==> config.mk <==
export PLATFORM = sky130hd
export DESIGN_NAME = ring_johnson_ctr_flat
export DESIGN_NICKNAME = d
export VERILOG_FILES = /design/src/rtl/ring_johnson_ctr_if.sv /design/src/rtl/ring_johnson_ctr.sv /design/src/flat_wrapper.sv
export SDC_FILE = /design/constraint.sdc
export NUM_CORES = 1
export LEC_CHECK = 0
export BUFFER_PORTS_ARGS = -buffer_cell sky130_fd_sc_hd__buf_2
export CAP_MARGIN = 20
export CORE_AREA = 2 2 39 41
export DETAILED_ROUTE_END_ITERATION = 6
export DIE_AREA = 0 0 41 43
export PLACE_DENSITY_LB_ADDON = 0.08
export SYNTH_ARGS = -nofsm -noshare
export SYNTH_HDL_FRONTEND = slang
export SYNTH_SLANG_ARGS = --single-unit
==> constraint.sdc <==
create_clock -name clk -period 3.5 [get_ports clk]
set_input_delay 0 -clock clk [delete_from_list [all_inputs] [get_ports clk]]
set_output_delay 0 -clock clk [all_outputs]
set_load 0.01 [all_outputs]
==> src/rtl/ring_johnson_ctr_if.sv <==
`default_nettype none
// ============================================================================
// Module      : ring_johnson_ctr_if
// Description : Control and status bundle for ring_johnson_ctr.
//               master: drives en/mode/dir/load/load_val, observes
//                       out/wrap/illegal.
//               slave : the counter itself.
// Revision    : 1.0 - initial release
// ============================================================================
interface ring_johnson_ctr_if #(
    parameter int WIDTH = 4
);
    logic             en;        // advance one step per cycle
    logic             mode;      // 0 = ring, 1 = Johnson
    logic             dir;       // 0 = toward MSB, 1 = toward LSB
    logic             load;      // parallel load request
    logic [WIDTH-1:0] load_val;  // value written on load
    logic [WIDTH-1:0] out;       // registered counter state
    logic             wrap;      // registered one-cycle pulse on landing at seed
    logic             illegal;   // combinational: out not legal for active mode

    modport master (
        output en, mode, dir, load, load_val,
        input  out, wrap, illegal
    );

    modport slave (
        input  en, mode, dir, load, load_val,
        output out, wrap, illegal
    );
endinterface
`default_nettype wire

==> src/rtl/ring_johnson_ctr.sv <==
`default_nettype none
// ============================================================================
// Module      : ring_johnson_ctr
// Description : Parametrised shift-register counter running either a ring
//               (one-hot circulating) or Johnson (twisted-ring) sequence,
//               with run-time mode/direction, enable, parallel load, a wrap
//               pulse and illegal-state detection.
// Ports       : clk   - rising-edge clock
//               reset - synchronous, active-high reset
//               bus   - ring_johnson_ctr_if.slave
//                       in : en, mode, dir, load, load_val[WIDTH-1:0]
//                       out: out[WIDTH-1:0] (reg), wrap (reg), illegal (comb)
// Parameters  : WIDTH - counter bits, legal range 2..32
// Macros      : RJC_SELF_CORRECT_EN - when defined, a step taken from an
//               illegal state reseeds instead of shifting (wrap pulses).
//               Undefined: illegal patterns shift normally and persist.
// Revision    : 1.0 - initial release
// ============================================================================
module ring_johnson_ctr #(
    parameter int WIDTH = 4
) (
    input  wire logic        clk,
    input  wire logic        reset,
    ring_johnson_ctr_if.slave bus
);

    // ------------------------------------------------------------------
    // Constants
    // ------------------------------------------------------------------
    localparam logic             C_MODE_RING    = 1'b0;
    localparam logic [WIDTH-1:0] C_RING_SEED    = WIDTH'(1);
    localparam logic [WIDTH-1:0] C_JOHNSON_SEED = '0;
    localparam logic [WIDTH-1:0] C_ONE          = WIDTH'(1);
    localparam logic [WIDTH-2:0] C_T_ONE        = (WIDTH-1)'(1);

    // ------------------------------------------------------------------
    // State
    // ------------------------------------------------------------------
    logic [WIDTH-1:0] r_out;
    logic             r_mode_q;   // mode the current sequence belongs to
    logic             r_wrap;

    // ------------------------------------------------------------------
    // Combinational helpers
    // ------------------------------------------------------------------
    logic [WIDTH-1:0] w_seed_new;   // seed of the incoming mode input
    logic [WIDTH-1:0] w_seed_cur;   // seed of the active (registered) mode
    logic [WIDTH-1:0] w_shift;      // plain shifted value for active mode/dir
    logic [WIDTH-1:0] w_step_val;   // value taken on a step
    logic [WIDTH-2:0] w_trans;      // adjacent-bit differences
    logic             w_ring_bad;
    logic             w_johnson_bad;
    logic             w_illegal;
    logic             w_mode_chg;

    assign w_seed_new = (bus.mode == C_MODE_RING) ? C_RING_SEED : C_JOHNSON_SEED;
    assign w_seed_cur = (r_mode_q == C_MODE_RING) ? C_RING_SEED : C_JOHNSON_SEED;
    assign w_mode_chg = (bus.mode != r_mode_q);

    always_comb begin
        w_shift = r_out;
        case ({r_mode_q, bus.dir})
            2'b00:   w_shift = {r_out[WIDTH-2:0], r_out[WIDTH-1]};    // ring left
            2'b01:   w_shift = {r_out[0], r_out[WIDTH-1:1]};          // ring right
            2'b10:   w_shift = {r_out[WIDTH-2:0], ~r_out[WIDTH-1]};   // Johnson left
            2'b11:   w_shift = {~r_out[0], r_out[WIDTH-1:1]};         // Johnson right
            default: w_shift = r_out;
        endcase
    end

    // Ring: legal iff exactly one bit set. x & (x-1) clears the lowest set
    // bit, so a non-zero result means two or more bits were set.
    assign w_ring_bad = (r_out == '0) || ((r_out & (r_out - C_ONE)) != '0);

    // Johnson: a legal pattern has at most one boundary between a run of
    // ones and a run of zeros. Same bit trick on the boundary vector.
    assign w_trans       = r_out[WIDTH-2:0] ^ r_out[WIDTH-1:1];
    assign w_johnson_bad = ((w_trans & (w_trans - C_T_ONE)) != '0);

    // Judged against the registered mode so a pending mode change on the
    // input does not disturb the flag for the state currently shown.
    assign w_illegal = (r_mode_q == C_MODE_RING) ? w_ring_bad : w_johnson_bad;

`ifdef RJC_SELF_CORRECT_EN
    assign w_step_val = w_illegal ? w_seed_cur : w_shift;
`else
    assign w_step_val = w_shift;
`endif

    // ------------------------------------------------------------------
    // Next-state: reset > load > mode change > step > hold
    // ------------------------------------------------------------------
    always_ff @(posedge clk) begin
        if (reset) begin
            r_out    <= w_seed_new;
            r_mode_q <= bus.mode;
            r_wrap   <= 1'b0;
        end else if (bus.load) begin
            r_out    <= bus.load_val;
            r_mode_q <= bus.mode;
            r_wrap   <= 1'b0;
        end else if (w_mode_chg) begin
            // Reseed only; the step requested this cycle is dropped.
            r_out    <= w_seed_new;
            r_mode_q <= bus.mode;
            r_wrap   <= 1'b0;
        end else if (bus.en) begin
            r_out    <= w_step_val;
            r_wrap   <= (w_step_val == w_seed_cur);
        end else begin
            r_wrap   <= 1'b0;
        end
    end

    // ------------------------------------------------------------------
    // Outputs
    // ------------------------------------------------------------------
    assign bus.out     = r_out;
    assign bus.wrap    = r_wrap;
    assign bus.illegal = w_illegal;

endmodule
`default_nettype wire

==> src/flat_wrapper.sv <==
// flat-port wrapper written by rule: the top's interface ports become plain ports
module ring_johnson_ctr_flat 
#(
    parameter int WIDTH = 4
)
  (clk, reset, bus_en, bus_mode, bus_dir, bus_load, bus_load_val, bus_out, bus_wrap, bus_illegal);
  ring_johnson_ctr_if #(.WIDTH(WIDTH)) bus_i ();
  input  wire logic clk;
  input  wire logic reset;
  input wire logic [$bits(bus_i.en)-1:0] bus_en;
  input wire logic [$bits(bus_i.mode)-1:0] bus_mode;
  input wire logic [$bits(bus_i.dir)-1:0] bus_dir;
  input wire logic [$bits(bus_i.load)-1:0] bus_load;
  input wire logic [$bits(bus_i.load_val)-1:0] bus_load_val;
  output wire logic [$bits(bus_i.out)-1:0] bus_out;
  output wire logic [$bits(bus_i.wrap)-1:0] bus_wrap;
  output wire logic [$bits(bus_i.illegal)-1:0] bus_illegal;
  assign bus_i.en = bus_en;
  assign bus_i.mode = bus_mode;
  assign bus_i.dir = bus_dir;
  assign bus_i.load = bus_load;
  assign bus_i.load_val = bus_load_val;
  assign bus_out = bus_i.out;
  assign bus_wrap = bus_i.wrap;
  assign bus_illegal = bus_i.illegal;
  ring_johnson_ctr #(.WIDTH(WIDTH)) u_core (.clk(clk), .reset(reset), .bus(bus_i));
endmodule
Word level (Yosys, flattened, before mapping)
Cells that the tools add are included.
{"block": "op_classes", "n_addsub": 2, "eq_ne": 5, "n_mux": 11, "bitwise": 6, "n_reduce_logical": 8}
{"cell": "$mux W4", "count": 4}
{"cell": "$pmux W4 S4", "count": 1}
{"cell": "$reduce_bool A4 Y1", "count": 2}
{"cell": "$mux W1", "count": 6}
{"cell": "$reduce_bool A3 Y1", "count": 2}
{"cell": "$and A4 B4 Y4", "count": 1}
{"cell": "$eq A2 B2 Y1 const B", "count": 2}
{"cell": "$eq A4 B4 Y1", "count": 1}
{"cell": "$logic_not A4 Y1", "count": 1}
{"cell": "$reduce_or A4 Y1", "count": 1}
{"cell": "$sub A4 B1 Y4 const B", "count": 1}
{"cell": "$and A3 B3 Y3", "count": 1}
{"cell": "$not A1 Y1", "count": 3}
{"cell": "$sub A3 B1 Y3 const B", "count": 1}
{"cell": "$xor A3 B3 Y3", "count": 1}
{"cell": "$eq A2 B1 Y1 const B", "count": 1}
{"cell": "$logic_not A2 Y1", "count": 1}
{"cell": "$logic_or A1 B1 Y1", "count": 1}
{"cell": "$ne A1 B1 Y1", "count": 1}
{"block": "totals", "ff_bits": 6}

Longest topological paths before layout
{"block": "depth", "depth_word": 6, "depth_mapped": 5}

Least setup slack after synthesis
Ideal clock, no wire load.
{"block": "synth_path", "kind": "register -> register", "startpoint": "reg u_core.r_mode_q", "endpoint": "reg u_core.r_out[0] (netlist: u_core.bus.out[0]) (enable)", "setup_time_ns": 0.263, "arrival_time_ns": 1.390, "required_ns": 3.237, "path_slack_ns": 1.847, "path_stages_with_launch": 6, "period_less_slack_ns": 1.653, "path_cell_list": "edfxtp_1 buf_6 nor2b_1 or4_1 buf_2 or2_1"}
{"block": "synth_between", "elab_chain_len": 2}
{"element": "start, declared", "line_no": "ring_johnson_ctr.sv:40", "text": "logic r_mode_q;"}
{"element": "start signal, assigned", "line_no": "ring_johnson_ctr.sv:96", "text": "r_mode_q <= bus.mode;"}
{"element": "start signal, assigned", "line_no": "ring_johnson_ctr.sv:100", "text": "r_mode_q <= bus.mode;"}
{"element": "start signal, assigned", "line_no": "ring_johnson_ctr.sv:105", "text": "r_mode_q <= bus.mode;"}
{"element": "$ne A1 B1 Y1", "line_no": "ring_johnson_ctr.sv:58", "text": "assign w_mode_chg = (bus.mode != r_mode_q);"}
{"element": "$reduce_bool A4 Y1 (no source line)"}
{"element": "end signal, assigned", "line_no": "ring_johnson_ctr.sv:95", "text": "r_out <= w_seed_new;"}
{"element": "end signal, assigned", "line_no": "ring_johnson_ctr.sv:99", "text": "r_out <= bus.load_val;"}
{"element": "end signal, assigned", "line_no": "ring_johnson_ctr.sv:104", "text": "r_out <= w_seed_new;"}
{"element": "end, declared", "line_no": "ring_johnson_ctr.sv:39", "text": "logic [WIDTH-1:0] r_out;"}
No other way between the ends.
A chain may end at the register's enable or synchronous reset.

Worst setup path after layout
{"block": "layout_path", "startpoint": "reg u_core.r_out[1] (netlist: u_core.bus.out[1])", "endpoint": "out bus_illegal"}
{"block": "layout_between", "elab_chain_len": 5, "word_cells_on_any_way": 10}
{"element": "$sub A4 B1 Y4 or $xor A3 B3 Y3 (tied branches)", "line_no": "ring_johnson_ctr.sv:73, ring_johnson_ctr.sv:77"}
{"element": "$and A4 B4 Y4 or $sub A3 B1 Y3 (tied branches)", "line_no": "ring_johnson_ctr.sv:73, ring_johnson_ctr.sv:78"}
{"element": "$reduce_bool A4 Y1 or $and A3 B3 Y3 (tied branches)", "line_no": "ring_johnson_ctr.sv:73, ring_johnson_ctr.sv:78"}
{"element": "$logic_or A1 B1 Y1 or $reduce_bool A3 Y1 (tied branches)", "line_no": "ring_johnson_ctr.sv:73, ring_johnson_ctr.sv:78"}
{"element": "$mux W1 (*)", "line_no": "ring_johnson_ctr.sv:82", "text": "assign w_illegal = (r_mode_q == C_MODE_RING) ? w_ring_bad : w_johnson_bad;"}
{"element": "end, declared", "line_no": "flat_wrapper.sv:17", "text": "output wire logic [$bits(bus_i.illegal)-1:0] bus_illegal;"}
Mark *: on every way between the ends. The rest lies on a longest branch, timed or not.

==> summary.txt <==
status = finished, final reports clean
Yosys Warn Count = 0
highest clock rate = 526 MHz
R2R depth = 3
Clock Path Buffers = 2
most common cell in the netlist = o21ai_0
port bufs = 15
Distinct cells, synth = 29
Pint = 160 uW
most instantiated cells after synthesis = o21ai_0 (6), edfxtp_1 (5), ha_1 (5), inv_1 (5), nand2_1 (4)
GPL Wtd Cong = 0.692
syn nets = 70
Vias = 448
WHS Path Cells = 1
layout cells sized above 1 = 33.8%
post-synth top area share = 28.6%
final WL = 1.15 mm
Wirelength per Cell = 13.2 microns
HP Start = bus_mode
type of the worst setup path = reg -> out
Async SR Flop Fraction = 0%
fin crit share = 54.3%
Max-slew headroom = 76.2%
H-tree depth = 1
Post-DP HPWL = 890 microns
# diodes = 0
largest cells by area after synthesis = edfxtp_1 (29%), ha_1 (12%), mux2i_1 (5.7%)
initial antenna violation count = 0
Fin. Hold Viols = 0
dpl cells = 83
core area = 1380 sq um
startpoint class of the critical path = flop
fin nets = 87
hold crit path type = in -> reg
Synth area leader = edfxtp_1
Hold Path End = u_core.r_mode_q$_DFFE_PP_
reg-to-reg endpoint = u_core.bus.out[1]$_SDFFCE_PP0P_
P&R area growth vs syn = 19.3%
Top Ports = 16
fin. max-slew vios = 0
EDFF count, synth = 5
CP endpoint kind = output port
vias per cell = 5.15
Data required, critical path = 3.50 ns
CTS tree = yes
clk sinks = 6
GRT Overall Usage = 15.4%
Starting Density = 37.9%
sw power = 70.8 uW
Die H = 43 microns
Clock Skew = 0.00503 ns
Top FF cell, synth = edfxtp_1
CTS resizes = 0
Worst Max-Slew Pin Slew = 0.347 ns
clock power share = 31.1%
FF+latch count, synth = 6
grt ovf = 0
clock buffer count from CTS = 3
setup TNS = 0 ns
Std-Cell Rows = 14
root buffer cell = clkbuf_4
endpoints failing setup = 0
RSZ-0062 raised after global routing = no
part of the power in registers = 42.1%
Reg clk slew, reported paths = 0.05 ns
switching part of the total power = 30.6%
first-pass GRT wire length = 1.89 mm
Fill cells = 141
reg2reg start = u_core.r_mode_q$_DFFE_PP_
drt first pass iters = 4
Synth Cell Area = 524 sq um
pin count of the biggest net entering global routing = 10
Logic pwr share = 26.8%
min cycle time layout = 1.90 ns
Die Area = 1760 sq um
Final Non-Filler Cells = 87
worst vdd ir = 0.118 mV
hold_buf cts = 0
sequential fraction of the synthesis area = 32.5%
Cells after Synth = 55
Avg Inst Size Synth = 9.53 sq um
vias in the first global route = 423
Post-DRT Antenna Nets = 0
post-CTS setup buffers = 0
flop2flop setup slack = 1.69 ns
arrival time at the worst endpoint = 1.90 ns
# DRC = 0
maxcap violations = 0
Power Density = 369 nW/um^2
LEAKAGE = 0.000280 uW
Core Util, Final = 45.2%
Worst Path Max Fanout = 7
later-pin clock latency in the skew report = 0.25 ns
Die X = 41 microns
Iter 0 DRT Violations = 4
==> power by group through the flow <==
stage / combinational (uW) / sequential (uW) / clock [uW]
floorplan: 43.7 / 95.6 / 0
global placement: 62.5 / 99.1 / 0
detailed placement: 62.7 / 98.4 / 0
CTS: 63.1 / 97.1 / 74.4
global route: 70.9 / 98.6 / 80.0
finish: 62.0 / 97.3 / 71.8
==> per-stage QoR <==
stage	instance area [sq um]	hold WS, ns	power, uW	setup slack (ns)
after floorplan	524	0.0989	139	1.85
after global placement	599	0.263	162	1.74
after CTS	626	0.0000592	235	1.58
final	626	0.0106	231	1.60
after detailed placement	599	0.259	161	1.70
after global routing	626	0.00721	249	1.46
==> final cells by class <==
cell class	count	area (sq um)	area share, %
clock buffer	4	26.3	4.20
inverter	5	18.8	3.00
multi-input combinational	41	315	50.4
sequential	6	170	27.2
tap	16	20.0	3.20
timing repair buffer	15	75.1	12.0
==> worst max-delay path, stage by stage, from the launching register on <==
cell and delay, ns:
edfxtp_1 0.48, inv_1 0.17, ha_1 0.17, mux2_2 0.33, a2111oi_0 0.28, a31oi_1 0.07, buf_2 0.16
==> layout by cell type, fill, tap and decap left out, drive strengths merged <==
master	count
o221a	1
a22oi	1
nor3	2
a211oi	1
a31oi	2
or2	2
ha	5
mux2	1
a2111oi	1
or3	1
a21bo	1
nor2b	3
o21ai	6
and3b	1
edfxtp	5
nand2	4
inv	5
nor3b	2
a21oi	1
buf	15
clkbuf	4
o21bai	1
mux2i	3
or4	1
dfxtp	1
xor2	1
==> sequential cells by signal (all words and copies together) (netlist names) <==
signal           flops
u_core.r_mode_q      1
u_core.bus.wrap      1
u_core.bus.out       4
==> layer usage <==
layer  vias to the layer above  part of all wire [%]  track usage (%)
li1                        233                     -                -
met2                        13                    49             23.1
met1                       202                    46             21.8
met4                         0                     0             6.00
met3                         0                   4.3             1.57
met5                         -                     0                0
==> how the worst max path moves through the flow <==
| stage | from | end | slack (ns) |
|---|---|---|---|
| 2_1_floorplan | u_core.r_mode_q$_DFFE_PP_ | u_core.bus.out[0]$_DFFE_PP_ | 1.85 |
| 3_3_place_gp | u_core.r_mode_q$_DFFE_PP_ | u_core.bus.out[0]$_DFFE_PP_ | 1.74 |
| 3_5_place_dp | u_core.r_mode_q$_DFFE_PP_ | u_core.bus.out[0]$_DFFE_PP_ | 1.70 |
| 4_1_cts | u_core.bus.out[1]$_SDFFCE_PP0P_ | bus_illegal | 1.58 |
| 5_1_grt | u_core.bus.out[1]$_SDFFCE_PP0P_ | bus_illegal | 1.46 |
| 6_report | u_core.bus.out[1]$_SDFFCE_PP0P_ | bus_illegal | 1.60 |
==> kinds of logic after synthesis <==
logic type                 Yosys count  share of synthesized area (%)
and+or+nand+nor                     16                           19.6
AOI/OAI and AO/OA                   15                           19.1
buffers and inverters                8                           7.40
DFF                                  6                           32.5
adders and majority gates            5                           11.9
muxes                                4                           7.88
xor gates and xnor gates             1                           1.67
No activity file was read; power rests on OpenSTA's default activity.
